<file path="src/rtl/eth_test_pkg.sv">
// Shared definitions for the 10GBASE-R loopback test sequencer.
//   state_e     : FSM state encoding (4-bit)
//   fail_code_t : fail reason reported on fail_code
//   DEF_*       : default values for the sequencer timing parameters
//   is_active   : states in which a test is considered in progress
//   is_busy     : states other than the idle/result states
package eth_test_pkg;

    typedef enum logic [3:0] {
        ST_IDLE      = 4'd0,
        ST_WAIT_LINK = 4'd1,
        ST_SETTLE    = 4'd2,
        ST_CLEAR     = 4'd3,
        ST_RUN       = 4'd4,
        ST_DRAIN     = 4'd5,
        ST_REPORT    = 4'd6,
        ST_PASS      = 4'd7,
        ST_FAIL      = 4'd8
    } state_e;

    typedef logic [1:0] fail_code_t;

    localparam fail_code_t FC_NONE         = 2'd0;
    localparam fail_code_t FC_DATA         = 2'd1;
    localparam fail_code_t FC_LINK_LOST    = 2'd2;
    localparam fail_code_t FC_LINK_TIMEOUT = 2'd3;

    localparam int unsigned DEF_CNT_W         = 32;
    localparam logic [31:0] DEF_LINK_TIMEOUT  = 32'd156250000;
    localparam logic [31:0] DEF_SETTLE_CYCLES = 32'd1024;
    localparam logic [31:0] DEF_DRAIN_CYCLES  = 32'd256;

    function automatic logic is_active(input state_e s);
        return s inside {ST_WAIT_LINK, ST_SETTLE, ST_CLEAR, ST_RUN, ST_DRAIN};
    endfunction

    function automatic logic is_busy(input state_e s);
        return !(s inside {ST_IDLE, ST_PASS, ST_FAIL});
    endfunction

endpackage

</file>
<file path="src/rtl/sync_2ff.sv">
// 1-bit two-flop synchronizer for an asynchronous level input.
//   clk_i : destination clock
//   rst_i : asynchronous active-high reset, clears both flops
//   d_i   : asynchronous input
//   q_o   : synchronized output (two clk_i edges of latency)
module sync_2ff (
    input  logic clk_i,
    input  logic rst_i,
    input  logic d_i,
    output logic q_o
);

    logic meta_q;
    logic sync_q;

    always_ff @(posedge clk_i or posedge rst_i) begin
        if (rst_i) begin
            meta_q <= 1'b0;
            sync_q <= 1'b0;
        end else begin
            meta_q <= d_i;
            sync_q <= meta_q;
        end
    end

    assign q_o = sync_q;

endmodule

</file>
<file path="src/rtl/eth_test_sequencer.sv">
// Sequencer for one 10GBASE-R loopback test run: waits for PMA lock, lets
// the link settle, clears the checker, enables the generator for run_len
// cycles, drains in-flight traffic and reports pass/fail.
//   clk, reset                : clock, asynchronous active-high reset
//   start, stop               : one-cycle run begin / abort pulses
//   run_len                   : run length in cycles (0 treated as 1)
//   tx_pma_ready, rx_pma_ready: asynchronous PMA lock indications
//   mon_err_in                : checker error strobe
//   gen_enable, mon_clear     : generator enable, one-cycle checker clear
//   mon_active, mon_done      : test in progress, one-cycle end pulse
//   mon_error, fail_code      : sticky fail flag and reason
//   err_count                 : saturating count of counted errors
//   busy                      : FSM not in IDLE/PASS/FAIL
module eth_test_sequencer
    import eth_test_pkg::*;
#(
    parameter int unsigned      CNT_W         = DEF_CNT_W,
    parameter logic [CNT_W-1:0] LINK_TIMEOUT  = CNT_W'(DEF_LINK_TIMEOUT),
    parameter logic [CNT_W-1:0] SETTLE_CYCLES = CNT_W'(DEF_SETTLE_CYCLES),
    parameter logic [CNT_W-1:0] DRAIN_CYCLES  = CNT_W'(DEF_DRAIN_CYCLES)
) (
    input  logic             clk,
    input  logic             reset,
    input  logic             start,
    input  logic             stop,
    input  logic [CNT_W-1:0] run_len,
    input  logic             tx_pma_ready,
    input  logic             rx_pma_ready,
    input  logic             mon_err_in,
    output logic             gen_enable,
    output logic             mon_clear,
    output logic             mon_active,
    output logic             mon_done,
    output logic             mon_error,
    output logic [1:0]       fail_code,
    output logic [15:0]      err_count,
    output logic             busy
);

    logic tx_rdy_s;
    logic rx_rdy_s;
    logic link;

    sync_2ff u_sync_tx (
        .clk_i (clk),
        .rst_i (reset),
        .d_i   (tx_pma_ready),
        .q_o   (tx_rdy_s)
    );

    sync_2ff u_sync_rx (
        .clk_i (clk),
        .rst_i (reset),
        .d_i   (rx_pma_ready),
        .q_o   (rx_rdy_s)
    );

    assign link = tx_rdy_s & rx_rdy_s;

    state_e           state_q, state_d;
    logic [CNT_W-1:0] cnt_q, cnt_d;
    logic [CNT_W-1:0] len_q, len_d;
    logic             mon_error_q, mon_error_d;
    fail_code_t       fail_code_q, fail_code_d;
    logic [15:0]      err_count_q, err_count_d;
    logic             gen_enable_q, mon_clear_q, mon_active_q, mon_done_q, busy_q;
    logic             expired;

    // A phase loaded with N ends on the cycle the counter reads 1, so the
    // phase occupies exactly N cycles.
    assign expired = (cnt_q <= CNT_W'(1));

    always_ff @(posedge clk or posedge reset) begin
        if (reset) begin
            state_q <= ST_IDLE;
        end else begin
            state_q <= state_d;
        end
    end

    always_comb begin
        state_d     = state_q;
        cnt_d       = (cnt_q != '0) ? cnt_q - CNT_W'(1) : '0;
        len_d       = len_q;
        mon_error_d = mon_error_q;
        fail_code_d = fail_code_q;
        err_count_d = err_count_q;

        // Evaluated before the state case so a link loss in the same cycle
        // overrides the data-error code.
        if ((state_q == ST_RUN || state_q == ST_DRAIN) && mon_err_in) begin
            if (err_count_q != 16'hFFFF) begin
                err_count_d = err_count_q + 16'd1;
            end
            mon_error_d = 1'b1;
            if (fail_code_q == FC_NONE) begin
                fail_code_d = FC_DATA;
            end
        end

        case (state_q)
            ST_IDLE, ST_PASS, ST_FAIL: begin
                if (start) begin
                    len_d       = (run_len == '0) ? CNT_W'(1) : run_len;
                    mon_error_d = 1'b0;
                    fail_code_d = FC_NONE;
                    err_count_d = '0;
                    cnt_d       = LINK_TIMEOUT;
                    state_d     = ST_WAIT_LINK;
                end
            end
            ST_WAIT_LINK: begin
                if (stop) begin
                    state_d = ST_IDLE;
                end else if (link) begin
                    cnt_d   = SETTLE_CYCLES;
                    state_d = ST_SETTLE;
                end else if (expired) begin
                    mon_error_d = 1'b1;
                    fail_code_d = FC_LINK_TIMEOUT;
                    state_d     = ST_REPORT;
                end
            end
            ST_SETTLE: begin
                if (!link) begin
                    cnt_d   = LINK_TIMEOUT;
                    state_d = ST_WAIT_LINK;
                end else if (stop) begin
                    state_d = ST_IDLE;
                end else if (expired) begin
                    state_d = ST_CLEAR;
                end
            end
            ST_CLEAR: begin
                cnt_d   = len_q;
                state_d = ST_RUN;
            end
            ST_RUN: begin
                if (!link) begin
                    mon_error_d = 1'b1;
                    fail_code_d = FC_LINK_LOST;
                    state_d     = ST_REPORT;
                end else if (stop || expired) begin
                    cnt_d   = DRAIN_CYCLES;
                    state_d = ST_DRAIN;
                end
            end
            ST_DRAIN: begin
                if (!link) begin
                    mon_error_d = 1'b1;
                    fail_code_d = FC_LINK_LOST;
                    state_d     = ST_REPORT;
                end else if (expired) begin
                    state_d = ST_REPORT;
                end
            end
            ST_REPORT: begin
                state_d = mon_error_q ? ST_FAIL : ST_PASS;
            end
            default: begin
                state_d = ST_IDLE;
            end
        endcase
    end

    // Per-state outputs are registered from the next state so they line up
    // with the state register without any input-to-output combinational path.
    always_ff @(posedge clk or posedge reset) begin
        if (reset) begin
            cnt_q        <= '0;
            len_q        <= '0;
            mon_error_q  <= 1'b0;
            fail_code_q  <= FC_NONE;
            err_count_q  <= '0;
            gen_enable_q <= 1'b0;
            mon_clear_q  <= 1'b0;
            mon_active_q <= 1'b0;
            mon_done_q   <= 1'b0;
            busy_q       <= 1'b0;
        end else begin
            cnt_q        <= cnt_d;
            len_q        <= len_d;
            mon_error_q  <= mon_error_d;
            fail_code_q  <= fail_code_d;
            err_count_q  <= err_count_d;
            gen_enable_q <= (state_d == ST_RUN);
            mon_clear_q  <= (state_d == ST_CLEAR);
            mon_active_q <= is_active(state_d);
            mon_done_q   <= (state_d == ST_REPORT);
            busy_q       <= is_busy(state_d);
        end
    end

    assign gen_enable = gen_enable_q;
    assign mon_clear  = mon_clear_q;
    assign mon_active = mon_active_q;
    assign mon_done   = mon_done_q;
    assign mon_error  = mon_error_q;
    assign fail_code  = fail_code_q;
    assign err_count  = err_count_q;
    assign busy       = busy_q;

endmodule
</file>
<file path="config.mk">
export PLATFORM = sky130hd
export DESIGN_NAME = eth_test_sequencer
export DESIGN_NICKNAME = d
export VERILOG_FILES = /design/src/rtl/eth_test_pkg.sv /design/src/rtl/sync_2ff.sv /design/src/rtl/eth_test_sequencer.sv
export SDC_FILE = /design/constraint.sdc
export NUM_CORES = 1
export LEC_CHECK = 0
export CORE_MARGIN = 1
export CORE_UTILIZATION = 40
export CTS_BUF_LIST = sky130_fd_sc_hd__clkbuf_8 sky130_fd_sc_hd__clkbuf_16
export DETAILED_ROUTE_END_ITERATION = 6
export GPL_TIMING_DRIVEN = 0
export PLACE_DENSITY = 0.61
export SETUP_SLACK_MARGIN = 0.5
export SLEW_MARGIN = 20
export SYNTH_ARGS = -nofsm -noshare
export SYNTH_HDL_FRONTEND = slang
export SYNTH_SLANG_ARGS = --single-unit
</file>
<file path="constraint.sdc">
create_clock -name clk -period 5.3 [get_ports clk]
set_input_delay 0.795 -clock clk [delete_from_list [all_inputs] [get_ports clk]]
set_output_delay 0.795 -clock clk [all_outputs]
set_load 0.005 [all_outputs]
</file>
==> results of run 1 <==
-- logic make-up after synthesis --
group	Yosys count	synth area share (%)
AO/OA/AOI/OAI	91	12.6
XOR/XNOR	37	6.38
adder cells (fa/ha/maj)	4	0.986
buffers and inverters	35	3.84
flip-flops	96	47.3
multiplexers	4	0.788
AND/OR/NAND/NOR	289	28.1
-- cell usage in the layout, fill, tap and decap left out, drive strengths merged, types with 9 or more instances in the layout --
cell	synthesis	final
nand2	145	145
dfrtp	96	96
clkdlybuf4s50	0	62
o21ai	49	49
nor2	37	37
clkbuf	15	25
xnor2	24	24
nor4	21	21
a21oi	19	19
nand4	16	16
nor3	16	16
xor2	13	13
inv	11	12
nand3	9	9
buf	8	9
-- cell usage after synthesis, types with 9 or more instances --
| master | number | area share [%] |
|---|---|---|
| sky130_fd_sc_hd__o21ai_0 | 25 | 2.5 |
| sky130_fd_sc_hd__a21oi_1 | 19 | 1.9 |
| sky130_fd_sc_hd__nand2_1 | 144 | 11 |
| sky130_fd_sc_hd__inv_1 | 10 | 0.74 |
| sky130_fd_sc_hd__nor4_1 | 20 | 2.5 |
| sky130_fd_sc_hd__clkbuf_1 | 14 | 1.0 |
| sky130_fd_sc_hd__xnor2_1 | 24 | 4.1 |
| sky130_fd_sc_hd__dfrtp_1 | 96 | 47 |
| sky130_fd_sc_hd__nand3_1 | 9 | 0.89 |
| sky130_fd_sc_hd__xor2_1 | 13 | 2.2 |
| sky130_fd_sc_hd__nor2_1 | 36 | 2.7 |
| sky130_fd_sc_hd__nor3_1 | 14 | 1.4 |
| sky130_fd_sc_hd__o21ai_2 | 24 | 4.1 |
| sky130_fd_sc_hd__nand4_1 | 16 | 2.0 |
-- critical path: cells and delay by family (launching register included) --
kind,cells,cell delay [ns]
and+or+nand+nor,4,1.88
AOI/OAI and AO/OA,2,0.35
DFF,1,0.44
-- metal layers --
metal  vias up  track usage, %
met3        13            3.34
li1       2094               -
met1      2105            32.8
met2       105            33.0
met5         -               0
met4         0            7.53
-- per-stage QoR --
step | hold WS (ns) | area [um^2] | util [%]
2_1_floorplan | 0.331 | 5080 | -
3_3_place_gp | 0.336 | 5910 | 48.4
3_5_place_dp | 0.335 | 5940 | 48.7
4_1_cts | 0.352 | 6210 | 50.9
5_1_grt | 0.362 | 6210 | 50.9
6_report | 0.349 | 6210 | 50.9
-- registers in the layout (all words and copies together), names as in the netlist, 2 cells and up --
signal	cells
cnt_q	32
state_q	4
err_count	16
fail_code	2
len_q	32
-- layout make-up --
class                           instances  area, um^2  share of cell area (%)
Buffer                                 24         154                    2.48
Clock buffer                           10         239                    3.85
Clock inverter                          5        32.5                   0.523
Inverter                               11        46.3                   0.745
Multi-Input combinational cell        425        2480                    39.9
Sequential cell                        96        2400                    38.7
Tap cell                              168         210                    3.38
Timing Repair Buffer                   63         648                    10.4
-- power breakdown --
group / switching (uW) / internal (uW) / leakage (uW) / total (uW)
Sequential: 175 / 964 / 0.00122 / 1140
Clock: 282 / 328 / 0.000138 / 611
Combinational: 810 / 508 / 0.00121 / 1320
-- worst paths after layout --
path | from | endpoint | slack [ns] | cells past startpoint
setup / recovery | cnt_q[16] | cnt_q[13] | 2.49 | 6
hold / removal | u_sync_rx.meta_q | u_sync_rx.q_o | 0.35 | 0
setup reg to reg | cnt_q[16] | cnt_q[13] | 2.49 | 6
hold reg to reg | u_sync_rx.meta_q | u_sync_rx.q_o | 0.35 | 0
max in group asynchronous | reset | mon_clear | 3.88 | 3
min in group asynchronous | reset | len_q[14] | 0.81 | 2
==> qor_table.md, run 1 <==
| Quantity | Value | Unit |
|:---|:---|:---|
| Status | finished, final reports clean | - |
| Clock-pin slew on the worst setup and hold paths | 0.07 | ns |
| Arrival time reported for the critical path endpoint | 3.02 | ns |
| Count of vias placed by the detailed router | 4317 | - |
| Timing-limited maximum frequency | 356 | MHz |
| Clock skew | 0.00492 | ns |
| CTS H-tree depth | 3 | - |
| Slowest cell on crit path | sky130_fd_sc_hd__nor4_1 | - |
| Number of hold buffers added after CTS | 0 | - |
| Final setup violation count | 0 | - |
| Antenna violations before repair | 0 | - |
| TritonCTS clock tree | yes | - |
| Metal3 WL | 549 | um |
| Synthesis-to-layout area growth | 22.4 | % |
| #FFs+latches synth | 96 | - |
| Mapped Nets | 599 | - |
| Data required time at the worst endpoint | 5.51 | ns |
| Synth Warn # | 0 | - |
| Total power of the final layout | 3070 | uW |
| First-pass GRT wire length | 22.3 | mm |
| VDD IR-drop max | 0.000179 | V |
| Dominant synthesized flop cell | sky130_fd_sc_hd__dfrtp_1 | - |
| Maximum Capacitance Violations | 0 | - |
| Uppermost layer routed | met4 | - |
| Syn_area_per_cell | 9.13 | um^2 |
| Number of instances in the synthesized netlist | 556 | - |
| Worst path cell trace | nor4_1, nand4_1, nor4_4, o31ai_1, nand2_1, o21ai_0 | - |
| Port buffer count | 62 | - |
| Inserted Diodes | 0 | - |
| Hold/Removal Path Class | reg2reg | - |
| PostCTS Resize Cnt | 0 | - |
| Final routed wirelength across all metal layers | 13.4 | mm |
| Setup fix buffers added after clock tree synthesis | 0 | - |
| Standby leakage power | 0.00257 | uW |
| Post-route ant nets | 0 | - |
| Largest net degree at the start of global routing | 58 | - |
| Unrepaired setup endpoints after global routing | no | - |
| Maximum net fanout on the critical path | 8 | - |
| Vias in the first global route | 4232 | - |
| Final hold viol count | 0 | - |
| Cell row count | 40 | - |
| First-pass iteration count of the detailed router | 4 | - |
| Horizontal die dimension | 115 | um |
| Placer congestion estimate | 0.848 | - |
| Sinks on the clock net | 96 | - |
| Worst setup margin | 2.49 | ns |
| Sequential-to-total area share from yosys stat | 47.3 | % |
| Max-slew headroom | 38.4 | % |
| Combined global-route utilization of all metal layers | 22.1 | % |
| Total core area | 12200 | um^2 |
| Ys async rst share | 100 | % |
| Worst Setup End Kind | flop | - |
| Proportion of layout cells with a drive suffix above 1 | 10.7 | % |
| Placement-stage worst setup slack | 2.23 | ns |
| Worst skew pair latency | 0.35 | ns |
| Power Density | 494 | nW/um^2 |
| Clock buffer depth | 2 | - |
| DRC | 0 | - |
| Routed wirelength normalized by instance count | 16.7 | um |
| Pins over their slew limit | 0 | - |
| Measured slew at the worst slew-check pin | 0.921 | ns |
| Number of enable flip-flop cells after synthesis | 0 | - |
| Netlist Area Pre-Place | 5080 | um^2 |
| Root buffer selected by CTS | sky130_fd_sc_hd__clkbuf_16 | - |
| Tcrit/Tclk final | 53.0 | % |
| Final non-filler cell total | 802 | - |
| Final-layout fill cell count | 1193 | - |
| First DRT Iteration DRCs | 261 | - |
| Startpoint Class | flop | - |
| Routed metal-1 wirelength | 6.68 | mm |
| Type of the worst setup path | reg2reg | - |
| Largest incremental delay on the critical path | 0.69 | ns |
| Final total negative setup slack | 0 | ns |
| Vias per cell | 5.38 | - |
| I/O Pins | 63 | - |
| DP Wirelength | 9.74 | mm |
| Final global-route overflow total | 0 | - |
| Overall die height | 115 | um |
| Nets@finish | 673 | - |
| CTS Buf Count | 9 | - |
| Clock period minus final worst setup slack | 2.81 | ns |
| DR WL met2 | 5.95 | mm |
| Count of unique library cells instantiated by Yosys | 67 | - |
| Effective utilization at floorplan | 41.6 | % |
| DP Cell Count | 787 | - |
| Die footprint | 13200 | um^2 |
(Power assumes the default switching activity.)
==> run 2, diff against run 1 <==
- clock period: 5.3 -> 2.85 ns (I/O delays scaled with it)
==> qor_table.md, run 2 (synthesis results as in run 1) <==
| Quantity | Value | Unit |
|:---|:---|:---|
| VDD IR-drop max | 0.000534 | V |
| Vias per cell | 5.38 | - |
| Startpoint Class | flop | - |
| Final global-route overflow total | 0 | - |
| Vias in the first global route | 4347 | - |
| Inserted Diodes | 0 | - |
| Antenna violations before repair | 0 | - |
| Count of vias placed by the detailed router | 4403 | - |
| Cell row count | 40 | - |
| Clock buffer depth | 2 | - |
| Power Density | 935 | nW/um^2 |
| Die footprint | 13200 | um^2 |
| DRC | 0 | - |
| Port buffer count | 62 | - |
| Final routed wirelength across all metal layers | 14.0 | mm |
| CTS Buf Count | 9 | - |
| Type of the worst setup path | reg2reg | - |
| Final non-filler cell total | 819 | - |
| Utilization after layout | 54.4 | % |
| Status | finished, final reports clean | - |
| Pins over their slew limit | 0 | - |
| TritonCTS clock tree | yes | - |
| Standby leakage power | 0.00275 | uW |
| Maximum Capacitance Violations | 0 | - |
| Total area of multi-input combinational cells | 2710 | um^2 |
| Nets@finish | 689 | - |
| Storage cell area | 2400 | um^2 |
| Largest net degree at the start of global routing | 34 | - |
| Worst skew pair latency | 0.35 | ns |
| Arrival time reported for the critical path endpoint | 2.78 | ns |
| Routed wirelength normalized by instance count | 17.1 | um |
| Max-slew headroom | 61.9 | % |
| Worst Setup End Kind | flop | - |
| Maximum net fanout on the critical path | 5 | - |
| First-pass GRT wire length | 22.5 | mm |
| Metal3 WL | 599 | um |
| Combined global-route utilization of all metal layers | 22.5 | % |
| Final setup violation count | 0 | - |
| Total power of the final layout | 6210 | uW |
| Most common library cell in the layout ignoring fill and taps | sky130_fd_sc_hd__nand2_1 | - |
| Worst setup margin | 0.304 | ns |
| Clock skew | 0.00902 | ns |
| Total core area | 12200 | um^2 |
| DP Cell Count | 789 | - |
| CTS H-tree depth | 3 | - |
| Effective utilization at floorplan | 41.6 | % |
| Horizontal die dimension | 115 | um |
| Sinks on the clock net | 96 | - |
| Clock-pin slew on the worst setup and hold paths | 0.07 | ns |
| Placement-stage worst setup slack | -0.0266 | ns |
| Commonest cells after routing, fill and taps aside | sky130_fd_sc_hd__nand2_1 (143), sky130_fd_sc_hd__dfrtp_1 (96), sky130_fd_sc_hd__clkdlybuf4s50_1 (62) | - |
| First DRT Iteration DRCs | 234 | - |
| Final total negative setup slack | 0 | ns |
| Final-layout fill cell count | 1122 | - |
| Overall die height | 115 | um |
| Uppermost layer routed | met4 | - |
| Timing-limited maximum frequency | 393 | MHz |
| Unrepaired setup endpoints after global routing | yes | - |
| Post-route ant nets | 0 | - |
| DP Wirelength | 9.86 | mm |
| Root buffer selected by CTS | sky130_fd_sc_hd__clkbuf_16 | - |
| Placer congestion estimate | 0.861 | - |
| Tcrit/Tclk final | 89.3 | % |
| First-pass iteration count of the detailed router | 5 | - |
| DR WL met2 | 6.34 | mm |
| Clock period minus final worst setup slack | 2.55 | ns |
| I/O Pins | 63 | - |
| Synthesis-to-layout area growth | 30.8 | % |
| Measured slew at the worst slew-check pin | 0.572 | ns |
| Data required time at the worst endpoint | 3.09 | ns |
| Final hold viol count | 0 | - |
| Routed metal-1 wirelength | 6.79 | mm |
| Proportion of layout cells with a drive suffix above 1 | 17.2 | % |
| Hold/Removal Path Class | reg2reg | - |
run 2: layout make-up:
cell class / instances / area share [%]
sequential: 96 / 36.2
tap: 168 / 3.17
multi-input combinational: 425 / 40.8
inverter: 11 / 0.678
buffer: 24 / 2.60
timing repair buffer: 79 / 12.2
clock buffer: 9 / 3.39
clock inverter: 7 / 0.961
run 2: routing by layer:
| layer | vias to the layer above | GRT usage, % |
|---|---|---|
| li1 | 2109 | - |
| met1 | 2167 | 32.9 |
| met2 | 110 | 33.4 |
| met3 | 17 | 3.23 |
| met4 | 0 | 9.18 |
| met5 | - | 0 |
run 2: final timing paths:
kind,start,end,slack [ns],depth (start not counted)
worst min-delay path,u_sync_rx.meta_q,u_sync_rx.q_o,0.34,0
worst max register to register,cnt_q[26],cnt_q[1],0.30,6
min in group asynchronous,reset,state_q[2],0.36,2
worst max-delay path,cnt_q[26],cnt_q[1],0.30,6
worst min register to register,u_sync_rx.meta_q,u_sync_rx.q_o,0.34,0
max in group asynchronous,reset,err_count[10],1.83,4
run 2: report_power, final:
part	internal [uW]	switching (uW)
clock	674	538
combinational	1210	1670
sequential	1790	328
run 2: what timing repair did:
| item | 4_1_cts | 5_1_grt |
|---|---|---|
| resized for setup | 39 | 16 |
| setup endpoints to repair | 47 | 50 |
| buffers inserted | 10 | 3 |
| hold buffers | 0 | 0 |
| pin swaps | 10 | 9 |
| cloned | 0 | 1 |
run 2: worst max-delay path, cell delays in order, from the launching register on:
cell and delay (ns):
sky130_fd_sc_hd__dfrtp_1 0.39, sky130_fd_sc_hd__or4_4 0.56, sky130_fd_sc_hd__or4_4 0.51, sky130_fd_sc_hd__or4_4 0.54, sky130_fd_sc_hd__o21ai_4 0.15, sky130_fd_sc_hd__clkbuf_16 0.22
sky130_fd_sc_hd__o21ai_2 0.05
run 2: metrics by stage:
stage	hold slack (ns)	instance area, um^2
finish	0.345	6640
global route	0.355	6640
CTS	0.348	6510
detailed placement	0.338	5990
global placement	0.335	5920
floorplan	0.331	5090
